[src/rtl/mem_access_unit_pkg.sv]
// Shared encodings for the memory-stage load/store unit.
// Access-size codes, FSM states and the alignment rule.
package mem_access_unit_pkg;

    localparam logic [2:0] MT_B  = 3'b000;
    localparam logic [2:0] MT_BU = 3'b001;
    localparam logic [2:0] MT_H  = 3'b010;
    localparam logic [2:0] MT_HU = 3'b011;
    localparam logic [2:0] MT_W  = 3'b100;

    typedef enum logic [1:0] {
        IDLE = 2'd0,
        WAIT = 2'd1,
        DONE = 2'd2
    } memState_t;

    // Reserved size codes fall through to the word rule.
    function automatic logic isAligned(
        input logic [2:0] memType,
        input logic [1:0] byteOff
    );
        case (memType)
            MT_B, MT_BU: isAligned = 1'b1;
            MT_H, MT_HU: isAligned = ~byteOff[0];
            default:     isAligned = (byteOff == 2'b00);
        endcase
    endfunction

endpackage

[src/rtl/mem_access_unit_load_extend.sv]
// Load lane select plus sign/zero extension.
// Purely combinational so a cache read path can share it.
module load_extend
    import mem_access_unit_pkg::*;
(
    input  logic [2:0]  memType,
    input  logic [1:0]  byteOff,
    input  logic [31:0] rawData,
    output logic [31:0] extData
);

    logic [7:0]  byteLane;
    logic [15:0] halfLane;

    always_comb begin
        byteLane = rawData[7:0];
        case (byteOff)
            2'd1:    byteLane = rawData[15:8];
            2'd2:    byteLane = rawData[23:16];
            2'd3:    byteLane = rawData[31:24];
            default: byteLane = rawData[7:0];
        endcase
        halfLane = byteOff[1] ? rawData[31:16] : rawData[15:0];
    end

    always_comb begin
        extData = rawData;
        case (memType)
            MT_B:    extData = {{24{byteLane[7]}}, byteLane};
            MT_BU:   extData = {24'h0, byteLane};
            MT_H:    extData = {{16{halfLane[15]}}, halfLane};
            MT_HU:   extData = {16'h0, halfLane};
            default: extData = rawData;
        endcase
    end

endmodule

[src/rtl/mem_access_unit.sv]
// Memory-stage load/store unit: drives the req/ack data bus,
// stalls M until the access completes, flags misalignment.
module mem_access_unit
    import mem_access_unit_pkg::*;
#(
    parameter int TIMEOUT = 255
) (
    input  logic        clk,
    input  logic        reset,
    input  logic        memreadM,
    input  logic        memwriteM,
    input  logic [2:0]  memtypeM,
    input  logic [31:0] aluoutM,
    input  logic [31:0] writedataM,
    output logic        dreq,
    output logic        dwe,
    output logic [3:0]  dbe,
    output logic [31:0] daddr,
    output logic [31:0] dwdata,
    input  logic        dack,
    input  logic [31:0] drdata,
    output logic [31:0] readdataM,
    output logic        stallM,
    output logic        adelM,
    output logic        adesM,
    output logic        buserrM
);

    localparam logic [7:0] TIMEOUT_CNT = 8'(TIMEOUT);

    memState_t   state;
    memState_t   stateNext;
    logic [7:0]  waitCnt;
    logic        aligned;
    logic        valid;
    logic        timedOut;
    logic [3:0]  storeBe;
    logic [31:0] storeData;
    logic [31:0] loadData;

    assign aligned = isAligned(memtypeM, aluoutM[1:0]);
    assign valid   = (memreadM | memwriteM) & aligned;
    assign adelM   = memreadM & ~aligned;
    assign adesM   = memwriteM & ~aligned;
    assign stallM  = valid & (state != DONE);

    // A dack in the final counted cycle still wins over the abort.
    assign timedOut = (state == WAIT) & ~dack
                    & ((waitCnt + 8'd1) == TIMEOUT_CNT);

    always_comb begin
        storeBe   = 4'b1111;
        storeData = writedataM;
        case (memtypeM)
            MT_B, MT_BU: begin
                storeBe   = 4'b0001 << aluoutM[1:0];
                storeData = {4{writedataM[7:0]}};
            end
            MT_H, MT_HU: begin
                storeBe   = aluoutM[1] ? 4'b1100 : 4'b0011;
                storeData = {2{writedataM[15:0]}};
            end
            default: ;
        endcase
        if (!memwriteM) storeBe = 4'b1111;
    end

    load_extend uLoadExtend (
        .memType (memtypeM),
        .byteOff (aluoutM[1:0]),
        .rawData (drdata),
        .extData (loadData)
    );

    always_comb begin
        stateNext = state;
        case (state)
            IDLE:    if (valid) stateNext = WAIT;
            WAIT:    if (dack || timedOut) stateNext = DONE;
            DONE:    stateNext = IDLE;
            default: stateNext = IDLE;
        endcase
    end

    always_ff @(posedge clk) begin
        if (reset) state <= IDLE;
        else       state <= stateNext;
    end

    always_ff @(posedge clk) begin
        if (reset) begin
            dreq      <= 1'b0;
            dwe       <= 1'b0;
            dbe       <= 4'b0;
            daddr     <= 32'h0;
            dwdata    <= 32'h0;
            buserrM   <= 1'b0;
            readdataM <= 32'h0;
            waitCnt   <= 8'h0;
        end else begin
            buserrM <= 1'b0;
            case (state)
                IDLE: begin
                    if (valid) begin
                        dreq   <= 1'b1;
                        dwe    <= memwriteM;
                        dbe    <= storeBe;
                        daddr  <= {aluoutM[31:2], 2'b00};
                        dwdata <= storeData;
                    end
                end
                WAIT: begin
                    if (dack) begin
                        dreq      <= 1'b0;
                        readdataM <= loadData;
                    end else if (timedOut) begin
                        dreq      <= 1'b0;
                        buserrM   <= 1'b1;
                        readdataM <= 32'h0;
                    end else begin
                        waitCnt <= waitCnt + 8'd1;
                    end
                end
                DONE:    waitCnt <= 8'h0;
                default: ;
            endcase
        end
    end

endmodule

[config.mk]
export PLATFORM = sky130hd
export DESIGN_NAME = mem_access_unit
export DESIGN_NICKNAME = d
export VERILOG_FILES = /design/src/rtl/mem_access_unit_pkg.sv /design/src/rtl/mem_access_unit_load_extend.sv /design/src/rtl/mem_access_unit.sv
export SDC_FILE = /design/constraint.sdc
export NUM_CORES = 1
export LEC_CHECK = 0
export CAP_MARGIN = 10
export CORE_MARGIN = 2
export CORE_UTILIZATION = 46
export DETAILED_ROUTE_END_ITERATION = 10
export PLACE_DENSITY_LB_ADDON = 0.2
export SYNTH_ARGS = -nofsm -noshare
export SYNTH_HDL_FRONTEND = slang
export SYNTH_SLANG_ARGS = --single-unit
export TNS_END_PERCENT = 100
[constraint.sdc]
create_clock -name clk -period 5.05 [get_ports clk]
set_clock_uncertainty 0.1 [all_clocks]
set_input_delay 1.01 -clock clk [delete_from_list [all_inputs] [get_ports clk]]
set_output_delay 1.01 -clock clk [all_outputs]
set_load 0.02 [all_outputs]
==> results of run 1 <==
-- sequential cells by signal, indices dropped and copies added, names as in the netlist --
| signal | flops |
|---|---|
| state | 2 |
| buserrM | 1 |
| readdataM | 32 |
| dreq | 1 |
| dwdata | 32 |
| daddr | 30 |
| waitCnt | 8 |
| dbe | 4 |
| dwe | 1 |
-- layer usage --
metal | vias up | share of wire [%] | global-route usage, %
li1 | 2405 | - | -
met1 | 2251 | 42 | 31.8
met2 | 193 | 47 | 41.0
met3 | 27 | 8.4 | 8.57
met4 | 0 | 2.5 | 7.24
met5 | - | 0 | 0
-- stage by stage --
stage | setup WS (ns) | power (mW) | hold slack (ns) | util, % | std cells
after global routing | 0.771 | 2.09 | 0.380 | 69.3 | 905
after global placement | 0.950 | 1.46 | 0.341 | 67.4 | 889
after floorplan | 2.03 | 1.23 | 0.379 | - | 590
final | 0.859 | 2.00 | 0.361 | 69.3 | 905
after CTS | 0.859 | 2.01 | 0.361 | 69.3 | 905
after detailed placement | 0.858 | 1.47 | 0.346 | 67.4 | 889
-- cell families after synthesis --
family | count (synthesis)
DFF | 111
buffers and inverters | 60
muxes | 22
adders and majority gates | 2
xor gates and xnor gates | 6
AOI/OAI and AO/OA | 178
and+or+nand+nor | 209
other | 1
-- worst max-delay path: stages --
cell and delay (ns):
clkdlybuf4s50_1 0.45, buf_4 0.25, nor2_1 0.08, nor2_1 0.45
and2_1 0.22, clkdlybuf4s50_1 0.61
-- synth_stat cells (2+ instances only) --
master	count	share of area, %
buf_2	5	0.52
and2_1	3	0.39
nor2_1	42	3.3
o31ai_1	2	0.31
a22o_1	8	1.4
nand2_1	125	9.7
o2bb2ai_1	28	5.1
nor3_1	12	1.2
clkbuf_1	36	2.8
ha_1	2	0.52
nor2b_1	5	0.64
nand3_1	2	0.21
a31oi_1	3	0.39
a221oi_1	7	1.3
inv_1	9	0.70
xor2_1	5	0.90
or2_2	2	0.26
or4_1	4	0.62
dfxtp_1	111	46
o21ai_0	25	2.6
nand2b_1	6	0.77
mux2i_1	20	4.1
a311oi_1	9	1.6
buf_4	4	0.62
a211oi_1	9	1.4
o22ai_1	4	0.52
a211oi_4	2	0.83
buf_1	5	0.39
nand4_1	5	0.64
a21oi_1	77	7.9
-- final timing paths --
check	depth (start not counted)	to	startpoint	slack, ns
min reg2reg	2	daddr[8]$_SDFFE_PP0P_	daddr[8]$_SDFFE_PP0P_	0.36
max	6	adesM	aluoutM[1]	0.86
max reg2reg	7	readdataM[30]$_SDFFE_PP0P_	waitCnt[1]$_SDFFE_PP0P_	2.52
min	2	daddr[8]$_SDFFE_PP0P_	daddr[8]$_SDFFE_PP0P_	0.36
-- layout by cell type, fill, tap and decap left out, drive strengths merged, types with 2 or more instances in the layout --
cell	netlist	final
a221oi	7	7
a311oi	9	9
dfxtp	111	111
o21ai	25	25
mux2i	20	20
o31ai	2	2
a21oi	77	77
ha	2	2
clkbuf	36	11
xor2	5	5
clkdlybuf4s50	0	205
o22ai	4	4
a22o	8	8
or4	4	4
nor2	42	42
buf	15	9
nand3	2	2
conb	1	2
inv	9	9
nand4	5	5
a211oi	11	11
nand2	125	125
nand2b	6	6
o2bb2ai	28	28
a31oi	3	3
nor2b	5	5
clkinvlp	0	3
or2	2	2
nor3	12	12
and2	3	3
-- power by group --
| group | internal (mW) | total (mW) | switching [mW] |
|---|---|---|---|
| registers | 0.931 | 0.960 | 0.0296 |
| logic | 0.234 | 0.492 | 0.258 |
| clock network | 0.242 | 0.543 | 0.301 |
| total | 1.41 | 2.00 | 0.589 |
-- area by class of cell --
cell class | count | area (sq um)
Clock buffer | 11 | 141
Multi-Input combinational cell | 419 | 2390
Sequential cell | 111 | 2220
Tap cell | 136 | 170
Timing Repair Buffer | 214 | 2110
Clock inverter | 5 | 57.6
Fill cell | 863 | 3150
Inverter | 9 | 33.8
==> results.toml, run 1 <==
[timing]
relSlewSlack_pct = 30.4
hold_viol_final = 0
post-route-min-period_ns = 4.19
fmax_mhz = 239
setup_viol = 0
period_share_pct = 83.0
maxSlewViolCount = 0
rsz0062_at_grt = "no"
setup_tns_ns = 0
worstMarginPinSlew_ns = 1.04

[global_routing]
grt-ovfl-total = 0
grt_pass1_wl_mm = 22.9
antenna_found_initial = 0
grt_usage_pct = 25.2
grt_pass1_vias = 4588
grt_max_degree = 77

[final_layout]
area_delta_synth_final_pct = 47.0
antenna_cells = 0
drive_gt1_share_pct = 4.42
nets = 870
final_cell_area_sq_um = 7130

[place]
dpl_cell_area_sq_um = 6930
place.port_buffers = 207
routabilityCongestion = 0.865
dp_hpwl_mm = 10.4

[logic_synthesis]
synthAdderAreaFrac_pct = 0.516
async_flop_share_pct = 0
synth_cell_type_count = 42
yosysSeqAreaShare_pct = 45.8
post_synth.cell_area_avg_sq_um = 8.23
synth_cells = 589
synthSimpleGateAreaFrac_pct = 18.4
ys.flop_type = "dfxtp_1"
synth-seq-cells = 111
muxShareOfSynthArea_pct = 4.82
synth_edf_count = 0
synth_area_sq_um = 4850
synth_xor_area_share_pct = 1.08
synth_compound_area_share_pct = 24.1
yosysWarnings = 0
synth_top_family_by_area = "compound AO/OA/AOI/OAI gates"

[setup_path]
endpoint_kind = "output pin"
path_max_fanout = 25
worstSetupPathType = "input pin to output pin"
cp_data_arrival_time_ns = 3.08
cp_data_required_time_ns = 3.94
startpoint_type = "input pin"

[die]
core_sq_um = 10300
dieHeight_um = 107
initial_core_util_pct = 47.2
ios = 210
num_rows = 37
die_w_um = 107
dieArea_sq_um = 11400

[clocking]
postCtsSetupRepairBufs = 0
clkSlewWorstSetupHoldPaths_ns = 0.09
clkSinkCount = 111
postCtsHoldBufs = 0
cts_resized = 0
cts_made_buffers = 9
cts_tree = "done"
cts-root-buf = "clkbuf_8"
clock_path_buffers = 2
worst_skew_pair.late_latency_ns = 0.37
cts_max_level = 3

[routing]
drtIter0Drc = 273
vias = 4876
drt_wl_total_mm = 14.7
drcViolationCount = 0
viasPerCell = 5.39
firstDrtPassIters = 6
drt-wirelength-per-cell_um = 16.2
ant_nets = 0

[outcome]
status = "completed"

[pwr]
power.leakage_nw = 2.59
p_per_area_nw_per_um2 = 280
irDropWorstVdd_mv = 0.182

[worst_hold_path]
hold_path_class = "register to register"

[job]
drv_cap = 0
Power figures use the tool's default switching activity.
==> run 2: changes to the inputs <==
--- a/config.mk
+++ b/config.mk
@@ -7,7 +7,7 @@
 export LEC_CHECK = 0
 export CAP_MARGIN = 10
 export CORE_MARGIN = 2
-export CORE_UTILIZATION = 46
+export CORE_UTILIZATION = 38
 export DETAILED_ROUTE_END_ITERATION = 10
 export PLACE_DENSITY_LB_ADDON = 0.2
 export SYNTH_ARGS = -nofsm -noshare
==> constraint.sdc (replaced) <==
create_clock -name clk -period 3.4 [get_ports clk]
set_clock_uncertainty 0.1 [all_clocks]
set_input_delay 0.68 -clock clk [delete_from_list [all_inputs] [get_ports clk]]
set_output_delay 0.68 -clock clk [all_outputs]
set_load 0.02 [all_outputs]
==> results.toml, run 2 (same netlist as run 1, synthesis figures left out) <==
[clocking]
clock_path_buffers = 2
clkSlewWorstSetupHoldPaths_ns = 0.07
cts-root-buf = "clkbuf_16"
postCtsHoldBufs = 0
cts_made_buffers = 9
cts_max_level = 3
postCtsSetupRepairBufs = 0
worst_skew_pair.late_latency_ns = 0.35
cts_tree = "done"
clkSinkCount = 111

[timing]
maxSlewViolCount = 0
fmax_mhz = 312
rsz0062_at_grt = "no"
period_share_pct = 94.3
setup_viol = 0
worstMarginPinSlew_ns = 1.06
setup_tns_ns = 0
post-route-min-period_ns = 3.21
relSlewSlack_pct = 29.3
hold_viol_final = 0

[setup_path]
path_max_fanout = 5
cp_data_arrival_time_ns = 2.43
startpoint_type = "input pin"
cp_data_required_time_ns = 2.62
rrSetupSlack_ns = 0.92
endpoint_kind = "output pin"
worstSetupPathType = "input pin to output pin"

[place]
place.port_buffers = 207
routabilityCongestion = 0.825
dp_hpwl_mm = 10.9

[global_routing]
grt_pass1_vias = 4562
grt_pass1_wl_mm = 23.4
grt_usage_pct = 21.7
use_met3_pct = 4.07
grt_max_degree = 73
gr-max-usage-layer = "met2"
grtUsageMet2_pct = 35.9
antenna_found_initial = 0
grtUsageMet1_pct = 28.0
grt-ovfl-total = 0

[die]
num_rows = 41
dieHeight_um = 117
initial_core_util_pct = 38.7
core_sq_um = 12500
die_w_um = 117
dieArea_sq_um = 13700
ios = 210

[routing]
drtIter0Drc = 320
drt-wirelength-per-cell_um = 16.1
drcViolationCount = 0
firstDrtPassIters = 5
viasPerCell = 5.21
drt_wl_total_mm = 15.2
vias = 4931
ant_nets = 0

[final_layout]
area_delta_synth_final_pct = 51.7
drive_gt1_share_pct = 5.30
n_fill_cell = 1186
layout_commonest_cell = "clkdlybuf4s50_1"
multi_input_area_sq_um = 2390
reg_top3 = "dwdata x32, readdataM x32, daddr x30"
nets = 875
antenna_cells = 0
seq_area_sq_um = 2220
fin_util_pct = 58.8
layout_common_cells = "205 x clkdlybuf4s50_1, 125 x nand2_1, 111 x dfxtp_1"

[pwr]
irDropWorstVdd_mv = 0.391
p_per_area_nw_per_um2 = 454
power.leakage_nw = 2.68
p_total_mw = 3.34

[worst_hold_path]
hold_path_class = "register to register"

[outcome]
status = "completed"

[job]
drv_cap = 0
==> run 2: worst max-delay path, stage by stage <==
cell             delay (ns)
clkdlybuf4s50_1        0.57
a21oi_1                0.11
nor2_2                 0.28
and2_1                 0.18
clkdlybuf4s50_1        0.60
==> run 2: worst paths after layout <==
kind,from,to,depth (start not counted)
setup / recovery,aluoutM[0],adelM,5
hold / removal,dwdata[25]$_SDFFE_PP0P_,dwdata[25]$_SDFFE_PP0P_,2
setup reg to reg,waitCnt[1]$_SDFFE_PP0P_,readdataM[3]$_SDFFE_PP0P_,7
hold reg to reg,dwdata[25]$_SDFFE_PP0P_,dwdata[25]$_SDFFE_PP0P_,2
==> run 2: final cells by class <==
type                            count  area share, %
Tap cell                          172           2.93
Sequential cell                   111           30.2
Multi-Input combinational cell    419           32.5
Timing Repair Buffer              219           29.4
Clock buffer                        9           3.06
Clock inverter                      7           1.41
Inverter                            9          0.459
==> run 2: through the flow <==
step / setup WS [ns] / cells / hold WS (ns) / cell area, sq um
2_1_floorplan: 1.04 / 590 / 0.379 / 4850
3_3_place_gp: 0.126 / 930 / 0.341 / 7020
3_5_place_dp: 0.115 / 930 / 0.346 / 7020
4_1_cts: 0.111 / 946 / 0.356 / 7350
5_1_grt: 0.126 / 946 / 0.374 / 7350
6_report: 0.194 / 946 / 0.355 / 7350
==> run 2: timing repair <==
action,4_1_cts,5_1_grt
resized for setup,0,1
hold endpoints to repair,0,0
setup endpoints to repair,0,1
==> run 2: where the power goes <==
| part | switching (mW) | leakage, nW | total [mW] | internal (mW) |
|---|---|---|---|---|
| Combinational | 0.387 | 1.62 | 0.743 | 0.356 |
| Clock | 0.515 | 0.155 | 1.17 | 0.657 |
| Sequential | 0.0446 | 0.907 | 1.43 | 1.38 |
==> run 2: per-layer routing <==
metal / up-vias / part of all wire [%]
met4: 0 / 2.4
met1: 2309 / 44
met2: 181 / 48
li1: 2414 / -
met5: - / 0
met3: 27 / 5.9
==> run 3: changes to the inputs <==
--- a/config.mk
+++ b/config.mk
@@ -8,9 +8,10 @@
 export CAP_MARGIN = 10
 export CORE_MARGIN = 2
 export CORE_UTILIZATION = 38
+export CTS_CLUSTER_SIZE = 16
 export DETAILED_ROUTE_END_ITERATION = 10
 export PLACE_DENSITY_LB_ADDON = 0.2
 export SYNTH_ARGS = -nofsm -noshare
 export SYNTH_HDL_FRONTEND = slang
 export SYNTH_SLANG_ARGS = --single-unit
-export TNS_END_PERCENT = 100
+export TNS_END_PERCENT = 30
==> results of run 3 <==
The final DEF is identical to that of run 2; final timing and power are the same.
